==> src/rtl/axi4_lite_req_manager.sv <==
// AXI4-Lite manager: one request in flight, registered AXI and response outputs,
// per-transaction timeout with a drain window for late B/R beats.
module axi4_lite_req_manager #(
  parameter int          ADDR_WIDTH = 32,
  parameter int          DATA_WIDTH = 32,
  parameter int          TIMEOUT    = 64,
  parameter logic [2:0]  PROT       = 3'b001
) (
  input  logic                      clk,
  input  logic                      rst_n,
  input  logic                      req_valid,
  output logic                      req_ready,
  input  logic                      req_write,
  input  logic [ADDR_WIDTH-1:0]     req_addr,
  input  logic [DATA_WIDTH-1:0]     req_wdata,
  input  logic [DATA_WIDTH/8-1:0]   req_wstrb,
  output logic                      rsp_valid,
  input  logic                      rsp_ready,
  output logic [DATA_WIDTH-1:0]     rsp_rdata,
  output logic [1:0]                rsp_err,
  output logic [ADDR_WIDTH-1:0]     m_awaddr,
  output logic [2:0]                m_awprot,
  output logic                      m_awvalid,
  input  logic                      m_awready,
  output logic [DATA_WIDTH-1:0]     m_wdata,
  output logic [DATA_WIDTH/8-1:0]   m_wstrb,
  output logic                      m_wvalid,
  input  logic                      m_wready,
  input  logic [1:0]                m_bresp,
  input  logic                      m_bvalid,
  output logic                      m_bready,
  output logic [ADDR_WIDTH-1:0]     m_araddr,
  output logic [2:0]                m_arprot,
  output logic                      m_arvalid,
  input  logic                      m_arready,
  input  logic [DATA_WIDTH-1:0]     m_rdata,
  input  logic [1:0]                m_rresp,
  input  logic                      m_rvalid,
  output logic                      m_rready
);

  localparam int SW = DATA_WIDTH / 8;
  localparam int TW = $clog2(TIMEOUT + 1) + 1;
  localparam logic [TW-1:0] TMAX = TW'(TIMEOUT - 1);

  typedef enum logic [3:0] {
    S_IDLE,
    S_WR_AW_W,
    S_WR_AW,
    S_WR_W,
    S_WR_B,
    S_RD_AR,
    S_RD_R,
    S_RESP,
    S_DRAIN
  } state_t;

  state_t                r_state;
  logic [TW-1:0]         r_timer;
  logic                  r_req_ready;
  logic [ADDR_WIDTH-1:0] r_addr;
  logic [DATA_WIDTH-1:0] r_wdata;
  logic [SW-1:0]         r_wstrb;
  logic                  r_awvalid;
  logic                  r_wvalid;
  logic                  r_bready;
  logic                  r_arvalid;
  logic                  r_rready;
  logic                  r_rsp_valid;
  logic [DATA_WIDTH-1:0] r_rsp_rdata;
  logic [1:0]            r_rsp_err;

  logic w_aw_hs;
  logic w_w_hs;
  logic w_ar_hs;
  logic w_b_hs;
  logic w_r_hs;
  logic w_expired;
  logic w_waiting;
  logic w_progress;
  logic w_abort;

  assign w_aw_hs   = r_awvalid & m_awready;
  assign w_w_hs    = r_wvalid & m_wready;
  assign w_ar_hs   = r_arvalid & m_arready;
  assign w_b_hs    = r_bready & m_bvalid;
  assign w_r_hs    = r_rready & m_rvalid;
  assign w_expired = (r_timer >= TMAX);

  // Progress in the current wait state cancels a timeout in that cycle
  always_comb begin
    w_waiting  = 1'b1;
    w_progress = 1'b0;
    unique case (r_state)
      S_WR_AW_W: w_progress = w_aw_hs | w_w_hs;
      S_WR_AW:   w_progress = w_aw_hs;
      S_WR_W:    w_progress = w_w_hs;
      S_WR_B:    w_progress = w_b_hs;
      S_RD_AR:   w_progress = w_ar_hs;
      S_RD_R:    w_progress = w_r_hs;
      default:   w_waiting  = 1'b0;
    endcase
  end

  assign w_abort = w_waiting & w_expired & ~w_progress;

  function automatic logic [1:0] map_err(input logic [1:0] resp);
    logic [1:0] e;
    case (resp)
      2'b10:   e = 2'd1;
      2'b11:   e = 2'd2;
      default: e = 2'd0;
    endcase
    return e;
  endfunction

  always_ff @(posedge clk) begin
    if (!rst_n) begin
      r_state     <= S_IDLE;
      r_timer     <= '0;
      r_req_ready <= 1'b0;
      r_addr      <= '0;
      r_wdata     <= '0;
      r_wstrb     <= '0;
      r_awvalid   <= 1'b0;
      r_wvalid    <= 1'b0;
      r_bready    <= 1'b0;
      r_arvalid   <= 1'b0;
      r_rready    <= 1'b0;
      r_rsp_valid <= 1'b0;
      r_rsp_rdata <= '0;
      r_rsp_err   <= '0;
    end else if (w_abort) begin
      r_awvalid   <= 1'b0;
      r_wvalid    <= 1'b0;
      r_arvalid   <= 1'b0;
      r_bready    <= 1'b1;
      r_rready    <= 1'b1;
      r_rsp_err   <= 2'd3;
      r_rsp_rdata <= '0;
      r_timer     <= '0;
      r_state     <= S_DRAIN;
    end else begin
      if (w_waiting) r_timer <= r_timer + TW'(1);
      unique case (r_state)
        S_IDLE: begin
          r_req_ready <= 1'b1;
          if (req_valid && r_req_ready) begin
            r_req_ready <= 1'b0;
            r_addr      <= req_addr;
            r_wdata     <= req_wdata;
            r_wstrb     <= req_wstrb;
            r_timer     <= '0;
            if (req_write) begin
              r_awvalid <= 1'b1;
              r_wvalid  <= 1'b1;
              r_state   <= S_WR_AW_W;
            end else begin
              r_arvalid <= 1'b1;
              r_state   <= S_RD_AR;
            end
          end
        end
        S_WR_AW_W: begin
          if (w_aw_hs && w_w_hs) begin
            r_awvalid <= 1'b0;
            r_wvalid  <= 1'b0;
            r_bready  <= 1'b1;
            r_state   <= S_WR_B;
          end else if (w_aw_hs) begin
            r_awvalid <= 1'b0;
            r_state   <= S_WR_W;
          end else if (w_w_hs) begin
            r_wvalid <= 1'b0;
            r_state  <= S_WR_AW;
          end
        end
        S_WR_AW: begin
          if (w_aw_hs) begin
            r_awvalid <= 1'b0;
            r_bready  <= 1'b1;
            r_state   <= S_WR_B;
          end
        end
        S_WR_W: begin
          if (w_w_hs) begin
            r_wvalid <= 1'b0;
            r_bready <= 1'b1;
            r_state  <= S_WR_B;
          end
        end
        S_WR_B: begin
          if (w_b_hs) begin
            r_bready    <= 1'b0;
            r_rsp_err   <= map_err(m_bresp);
            r_rsp_rdata <= '0;
            r_rsp_valid <= 1'b1;
            r_state     <= S_RESP;
          end
        end
        S_RD_AR: begin
          if (w_ar_hs) begin
            r_arvalid <= 1'b0;
            r_rready  <= 1'b1;
            r_state   <= S_RD_R;
          end
        end
        S_RD_R: begin
          if (w_r_hs) begin
            r_rready    <= 1'b0;
            r_rsp_err   <= map_err(m_rresp);
            r_rsp_rdata <= m_rresp[1] ? '0 : m_rdata;
            r_rsp_valid <= 1'b1;
            r_state     <= S_RESP;
          end
        end
        S_DRAIN: begin
          if (m_bvalid || m_rvalid || r_timer == TMAX) begin
            r_bready    <= 1'b0;
            r_rready    <= 1'b0;
            r_rsp_valid <= 1'b1;
            r_state     <= S_RESP;
          end else begin
            r_timer <= r_timer + TW'(1);
          end
        end
        S_RESP: begin
          if (rsp_ready) begin
            r_rsp_valid <= 1'b0;
            r_req_ready <= 1'b1;
            r_state     <= S_IDLE;
          end
        end
        default: r_state <= S_IDLE;
      endcase
    end
  end

  assign req_ready = r_req_ready;
  assign rsp_valid = r_rsp_valid;
  assign rsp_rdata = r_rsp_rdata;
  assign rsp_err   = r_rsp_err;
  assign m_awaddr  = r_addr;
  assign m_awprot  = PROT;
  assign m_awvalid = r_awvalid;
  assign m_wdata   = r_wdata;
  assign m_wstrb   = r_wstrb;
  assign m_wvalid  = r_wvalid;
  assign m_bready  = r_bready;
  assign m_araddr  = r_addr;
  assign m_arprot  = PROT;
  assign m_arvalid = r_arvalid;
  assign m_rready  = r_rready;

endmodule

==> config.mk <==
export PLATFORM = sky130hd
export DESIGN_NAME = axi4_lite_req_manager
export DESIGN_NICKNAME = d
export VERILOG_FILES = /design/src/rtl/axi4_lite_req_manager.sv
export SDC_FILE = /design/constraint.sdc
export NUM_CORES = 1
export LEC_CHECK = 0
export ABC_CLOCK_PERIOD_IN_PS = 1900
export CELL_PAD_IN_SITES_DETAIL_PLACEMENT = 1
export CELL_PAD_IN_SITES_GLOBAL_PLACEMENT = 1
export CORE_MARGIN = 2
export CORE_UTILIZATION = 26
export CTS_CLUSTER_DIAMETER = 200
export CTS_CLUSTER_SIZE = 24
export DETAILED_ROUTE_END_ITERATION = 10
export PLACE_DENSITY_LB_ADDON = 0.1
export REMOVE_ABC_BUFFERS = 1
export SETUP_SLACK_MARGIN = 0.02
export SLEW_MARGIN = 20
export SYNTH_ARGS = -nofsm -noshare
export SYNTH_HDL_FRONTEND = slang
export SYNTH_SLANG_ARGS = --single-unit
==> constraint.sdc <==
create_clock -name clk -period 1.9 [get_ports clk]
set_input_delay 0.38 -clock clk [delete_from_list [all_inputs] [get_ports clk]]
set_output_delay 0.38 -clock clk [all_outputs]
set_load 0.02 [all_outputs]
* Word-level counts from Yosys, hierarchy flattened
Index checks and enable logic that the tools add are counted.
** Word-level totals
- Flip-flop bits (word level) :: 121
- Input bits :: 114
- Output and inout bits :: 147
- Word-level logic and storage cells :: 153
** Operators by class
- Add/subtract/negate cells :: 1
- Magnitude comparators :: 1
- Eq/ne operators :: 35
- Mux-type cells :: 62
- Bitwise gates (word level) :: 11
- Reduce and logical (&&, ||, !) cells :: 28
** Operators by type and width (count)
- $mux 32 :: 3
- $pmux 32 s2 :: 1
- $mux 4 :: 12
- $pmux 4 s9 :: 1
- $ne 3x3->1 const B :: 10
- $mux 1 :: 26
- $mux 8 :: 3
- $ne 2x2->1 const B :: 10
- $reduce_and 9->1 :: 2
- $eq 4x3->1 const B :: 4
- $pmux 8 s2 :: 1
- $reduce_and 3->1 :: 5
- $pmux 2 s2 :: 3
- $reduce_and 4->1 :: 3
- $reduce_and 6->1 :: 2
- $pmux 1 s3 :: 3
- $reduce_bool 3->1 :: 3
- $add 8x1->8 const B :: 1
- $eq 2x2->1 const B :: 4
- $eq 4x2->1 const B :: 2
- $eq 8x6->1 const B :: 1
- $ge 8x6->1 const B :: 1
- $reduce_bool 4->1 :: 2
- $and 1x1->1 :: 7
- other kinds (19) :: 28

* Depth between registers and ports, before layout
Gate-level depths: netlist (run 1).
- Depth after elaboration :: 7
- Mapped depth :: 9
- Depth with buffers taken out :: 6

* Worst setup path after synthesis (run 1)
No wires, ideal clock.
- Path kind :: register to register
- Start point :: register r_timer[0]
- End point :: register r_state[0]
- Setup time :: 0.147 ns
- Arrival :: 1.706 ns
- Data required time :: 1.753 ns
- Path slack :: 0.047 ns
- Stages on the path, launching flop included :: 8
- Buffers on the path :: 1
- Clock period less this slack :: 1.853 ns
- Cells stage by stage :: dfxtp_1 ha_1 and3_4 and3_1 o32ai_4 o31ai_4 buf_6 a311oi_1
** Between the ends
- Word-level cells in the longest chain between the ends :: 4
- Elaborated cells on any way between the ends :: 8
- Classes of those cells :: order compare: 1; eq/ne: 2; bitwise: 2; reduce/logical: 3
** Ends and longest elaborated chain
- from (decl) :: RTL line 59 : logic [TW-1:0] r_timer;
- from (signal assigned) :: RTL line 144 : if (w_waiting) r_timer <= r_timer + TW'(1);
- from (signal assigned) :: RTL line 224 : r_timer <= r_timer + TW'(1);
- $ge 8x6->1 / $eq 8x6->1 (equally long branches) :: RTL line 88, 218
- $and 1x1->1 / $logic_or 1x1->1 (equally long branches) :: RTL line 105, 218
- $and 1x1->1 / $ne 2x2->1 (equally long branches)
- $reduce_or 2->1 (no line) / $reduce_and 9->1 (equally long branches)
- to (signal assigned) :: RTL line 119 : r_state <= S_IDLE;
- to (signal assigned) :: RTL line 142 : r_state <= S_DRAIN;
- to (signal assigned) :: RTL line 157 : r_state <= S_WR_AW_W;
- to (decl) :: RTL line 58 : state_t r_state;
Several ways; a longest one is shown, not always the timed one.
A chain may end at the register's enable or synchronous reset.

* Worst setup path after layout (run 1)
- Start point :: register r_timer[1]
- End point :: register r_rsp_rdata[18] (netlist: rsp_rdata[18])
** Between the ends
- Word-level cells in the longest chain between the ends :: 4
** Ends and longest elaborated chain
- $ge 8x6->1 :: RTL line 88 : assign w_expired = (r_timer >= TMAX);
- $and 1x1->1 (2 in series) :: RTL line 105 : assign w_abort = w_waiting & w_expired & ~w_progress;
- $reduce_or 2->1 (no line)
- to (signal assigned) :: RTL line 212 : r_rsp_rdata <= m_rresp[1] ? '0 : m_rdata;
- to (decl) :: RTL line 70 : logic [DATA_WIDTH-1:0] r_rsp_rdata;
Every way passes these cells.

==> metrics.log, run 1 <==
[metrics] growth of design area from synthesis to finish: 70.71%
[metrics] gpl congestion: 0.8482
[metrics] final worst clock skew: 0.01414 ns
[metrics] number of filler instances in the final layout: 2339
[metrics] total power of the final layout: 10.33 mW
[metrics] FF+latch area: 0.002430 mm²
[metrics] I/O pin count: 261
[metrics] ordered list of cells on the worst path: ha_4 > and3_4 > and3_4 > o32ai_4 > o31ai_4 > clkbuf_16 > clkbuf_16 > a21oi_1
[metrics] count of antenna-violating nets left after detailed routing: 0
[metrics] final wirelength: 20.86 mm
[metrics] net total in the final layout: 1038
[metrics] total clock buffers created by CTS: 17
[metrics] post-synthesis share of cell area spent on xor and xnor gates: 0.1613%
[metrics] cells after synthesis: 666
[metrics] Worst setup EP type: register
[metrics] main combinational cell family by area after synthesis: simple AND/OR/NAND/NOR gates
[metrics] worst slack, placed: -0.3560 ns
[metrics] via count of the routed design: 5699
[metrics] Max IR drop VDD: 0.0006283 V
[metrics] area of the multi-input gates: 0.002603 mm²
[metrics] number of library cell types mapped by synthesis: 58
[metrics] DRC marker count from the first detailed-route iteration: 153
[metrics] part of the cycle the worst path needs: 98.88%
[metrics] minimum clock period: 1.879 ns
[metrics] leakage power: 3.302 nW
[metrics] total non-filler cell area in the finished layout: 0.009270 mm²
[metrics] Placed Area: 0.008300 mm²
[metrics] total routing resource utilization after global routing: 17.76%
[metrics] post-route setup slack: 0.02121 ns
[metrics] proportion of layout cells with a drive suffix above 1: 15.28%
[metrics] number of antenna violations at the first check in global routing: 1
[metrics] setup repair after global routing missed its margin: true
[metrics] WP data required: 2.21 ns
[metrics] Power Dens Cells: 1114 mW/mm²
[metrics] Die H: 148.5 µm
[metrics] Seq cells post-synth: 121
[metrics] number of buffer and inverter stages on the critical path: 2
[metrics] global route overflow: 0
[metrics] EDFF count, synth: 0
[metrics] arithmetic-cell share of the synthesized area counting full adders, half adders and majority gates: 0.2304%
[metrics] Die Width: 148.5 µm
[metrics] number of rows in the core area: 52
[metrics] Post-Syn Area per Cell: 8.153 µm²
[metrics] async set-or-reset flop fraction in the synthesized netlist: 0%
[metrics] starting density of the core: 26.67%
[metrics] detailed-route vias per instance: 4.722
[metrics] Placed Instances: 1159
[metrics] worst hold path stage count: 2
[metrics] Core Footprint: 0.02036 mm²
[metrics] TritonCTS sink count: 121
[metrics] HPWL after DPL: 14.77 mm
[metrics] Reg clk slew, reported paths: 0.06 ns
[metrics] clock root buffer: sky130_fd_sc_hd__clkbuf_16
[metrics] largest driver fanout on the critical path: 7
[metrics] slowest cell on the critical path: sky130_fd_sc_hd__dfxtp_2
[metrics] clk_lat worst skew: 0.42 ns
[metrics] largest net degree at the start of global routing: 67
[metrics] Max Freq: 0.5323 GHz
[metrics] CP delay by family, top: compound AO/OA/AOI/OAI gates
[metrics] number of hold violations in the final report: 0
[metrics] Critical Path Source Type: register
[metrics] predominant post-synthesis flop cell: sky130_fd_sc_hd__dfxtp_1
[metrics] CP Class: register to register
[metrics] wire length of the first global-routing pass: 30.94 mm
[metrics] H-tree Lvls: 4
[metrics] r2r worst-path depth: 8
[metrics] Post-Syn Area: 0.005430 mm²
[metrics] TNS Setup: 0 ns
[metrics] GRT busiest layer: met2
[metrics] clock tree from TritonCTS: built
[metrics] total of buffers placed on input and output ports: 254
[metrics] met1 Track Usage GR: 20.64%
[metrics] Max Transition Viols Final: 0
[metrics] number of global-route vias before repair: 5763
[metrics] non-filler cells, final: 1207
[metrics] warning count from the yosys run: 0
[metrics] final setup violating endpoints: 0
[metrics] met3 Use GR: 5.920%
[metrics] basic-gate share of the synthesized area counting and, or, nand and nor cells: 22.86%
[metrics] overall die area: 0.02206 mm²
[metrics] multiplexer share of the synthesized area: 0%
[metrics] Worst Path Arrival: 2.19 ns
[metrics] final routed DRC violation total: 0
[metrics] clock buffer depth: 2
[metrics] Global Route met2 Usage: 30.93%
[metrics] highest cell delay on the worst timing path: 0.35 ns
[metrics] proportion of synthesized chip area in sequential cells: 44.61%
[metrics] DR pass1 iterations: 4
[metrics] drt wl/cell: 17.28 µm
[metrics] complex-gate fraction of the synthesized area: 21.66%
[metrics] run status: complete, no violations
[metrics] number of max-cap violations: 0
[metrics] Crit path depth: 8
[metrics] kind of path behind the tightest hold check: register to register
==> per-layer routing <==
| layer | vias up | share of wire (%) |
|---|---|---|
| met5 | - | 0 |
| met4 | 0 | 1.6 |
| met3 | 18 | 7.4 |
| met2 | 200 | 49 |
| met1 | 2728 | 42 |
| li1 | 2753 | - |
==> kinds of logic after synthesis <==
family	after synthesis
AOI/OAI and AO/OA	167
other	2
buffers and inverters	90
and+or+nand+nor	284
xor gates and xnor gates	1
DFF	121
adders and majority gates	1
==> through the flow <==
stage	utilization, %	hold slack [ns]
floorplan	-	0.4617
global placement	40.76	0.4362
detailed placement	40.76	0.4438
CTS	44.07	0.4381
global route	45.52	0.4720
finish	45.52	0.4432
==> power by group <==
group / total, mW / internal (mW) / switching [mW]
Sequential: 3.09 / 2.82 / 0.266
Clock: 3.55 / 2.29 / 1.27
Combinational: 3.69 / 1.77 / 1.92
Total: 10.3 / 6.88 / 3.45
==> final timing paths <==
kind	start	endpoint	slack, ns
max reg2reg	r_timer[1]$_SDFF_PP0_	rsp_rdata[18]$_SDFFE_PP0P_	0.02
min reg2reg	rsp_rdata[17]$_SDFFE_PP0P_	rsp_rdata[17]$_SDFFE_PP0P_	0.44
max	r_timer[1]$_SDFF_PP0_	rsp_rdata[18]$_SDFFE_PP0P_	0.02
min	rsp_rdata[17]$_SDFFE_PP0P_	rsp_rdata[17]$_SDFFE_PP0P_	0.44
==> layout make-up <==
type                            count  share of cell area (%)
Antenna cell                        1                 0.02699
Clock buffer                       20                   4.926
Clock inverter                     12                   2.025
Inverter                            3                  0.1215
Multi-Input combinational cell    459                   28.07
Sequential cell                   121                   26.21
Tap cell                          270                   3.644
Timing Repair Buffer              321                   34.97
==> synth_stat cells (2+ instances only) <==
library cell / number / area, µm²
sky130_fd_sc_hd__o211ai_1: 2 / 15.01
sky130_fd_sc_hd__a21boi_0: 55 / 412.9
sky130_fd_sc_hd__nand4_1: 2 / 12.51
sky130_fd_sc_hd__a21boi_1: 17 / 127.6
sky130_fd_sc_hd__a311oi_1: 4 / 35.03
sky130_fd_sc_hd__nor4_2: 2 / 25.02
sky130_fd_sc_hd__clkbuf_1: 19 / 71.32
sky130_fd_sc_hd__inv_1: 2 / 7.510
sky130_fd_sc_hd__o311a_1: 5 / 50.05
sky130_fd_sc_hd__and2_1: 4 / 25.02
sky130_fd_sc_hd__nand3_1: 38 / 190.2
sky130_fd_sc_hd__nand3b_1: 2 / 15.01
sky130_fd_sc_hd__dfxtp_1: 121 / 2422
sky130_fd_sc_hd__nand2_1: 188 / 705.7
sky130_fd_sc_hd__buf_2: 17 / 85.08
sky130_fd_sc_hd__nor4_1: 6 / 37.54
sky130_fd_sc_hd__buf_6: 4 / 45.04
sky130_fd_sc_hd__nor2b_1: 3 / 18.77
sky130_fd_sc_hd__and3_1: 6 / 37.54
sky130_fd_sc_hd__nor3_1: 11 / 55.05
sky130_fd_sc_hd__and4_1: 2 / 17.52
sky130_fd_sc_hd__buf_4: 46 / 345.3
sky130_fd_sc_hd__a21oi_1: 53 / 265.3
sky130_fd_sc_hd__nor2_1: 14 / 52.55
sky130_fd_sc_hd__o21ai_0: 9 / 45.04
sky130_fd_sc_hd__conb_1: 2 / 7.510
==> worst register-to-register path: stages (launching register included) <==
cell and delay (ns):
sky130_fd_sc_hd__dfxtp_2 0.35, sky130_fd_sc_hd__ha_4 0.13, sky130_fd_sc_hd__and3_4 0.21, sky130_fd_sc_hd__and3_4 0.22, sky130_fd_sc_hd__o32ai_4 0.09, sky130_fd_sc_hd__o31ai_4 0.34, sky130_fd_sc_hd__clkbuf_16 0.25, sky130_fd_sc_hd__clkbuf_16 0.14
sky130_fd_sc_hd__a21oi_1 0.04
==> flip-flops by register name, summed over array words and instances (netlist names) <==
name,count
rsp_rdata,32
r_timer,8
m_araddr,32
m_awvalid,1
m_wvalid,1
rsp_err,2
m_bready,1
rsp_valid,1
m_wstrb,4
m_wdata,32
r_state,4
req_ready,1
m_rready,1
m_arvalid,1
==> placed cells by master, fill, tap and decap left out, types with 3 or more instances in the layout <==
master / count
sky130_fd_sc_hd__clkdlybuf4s50_1: 249
sky130_fd_sc_hd__nand2_1: 188
sky130_fd_sc_hd__dfxtp_1: 115
sky130_fd_sc_hd__a21boi_0: 55
sky130_fd_sc_hd__buf_4: 51
sky130_fd_sc_hd__a21oi_1: 40
sky130_fd_sc_hd__nand3_1: 37
sky130_fd_sc_hd__clkbuf_16: 21
sky130_fd_sc_hd__a21boi_1: 16
sky130_fd_sc_hd__a21oi_2: 13
sky130_fd_sc_hd__nor2_1: 12
sky130_fd_sc_hd__nor3_1: 10
sky130_fd_sc_hd__buf_12: 10
sky130_fd_sc_hd__o21ai_0: 9
sky130_fd_sc_hd__conb_1: 6
sky130_fd_sc_hd__dfxtp_2: 6
sky130_fd_sc_hd__o311a_1: 5
sky130_fd_sc_hd__a311oi_1: 4
sky130_fd_sc_hd__and2_1: 4
sky130_fd_sc_hd__nor4_2: 4
sky130_fd_sc_hd__and3_1: 4
sky130_fd_sc_hd__bufinv_16: 4
sky130_fd_sc_hd__and3_4: 3
sky130_fd_sc_hd__nor4_1: 3
sky130_fd_sc_hd__clkinv_4: 3
sky130_fd_sc_hd__inv_6: 3
sky130_fd_sc_hd__dlygate4sd2_1: 3
==> what timing repair did <==
item                                    CTS  global route
endpoints found under the setup margin   43            58
pin swaps                                 0             4
buffers inserted                          0            10
resized for setup                        12            28
cloned                                    0             5
hold buffers                              0             0
(Power assumes the default switching activity.)
==> inputs of run 2 (changes only) <==
CAP_MARGIN = 20   (was not set)
==> results of run 2 <==
The final DEF is identical to that of run 1; final timing and power are the same.
==> inputs of run 3 (changes only) <==
HOLD_SLACK_MARGIN = 0.12   (was not set)
==> results of run 3 <==
The final DEF is identical to that of run 1; final timing and power are the same.
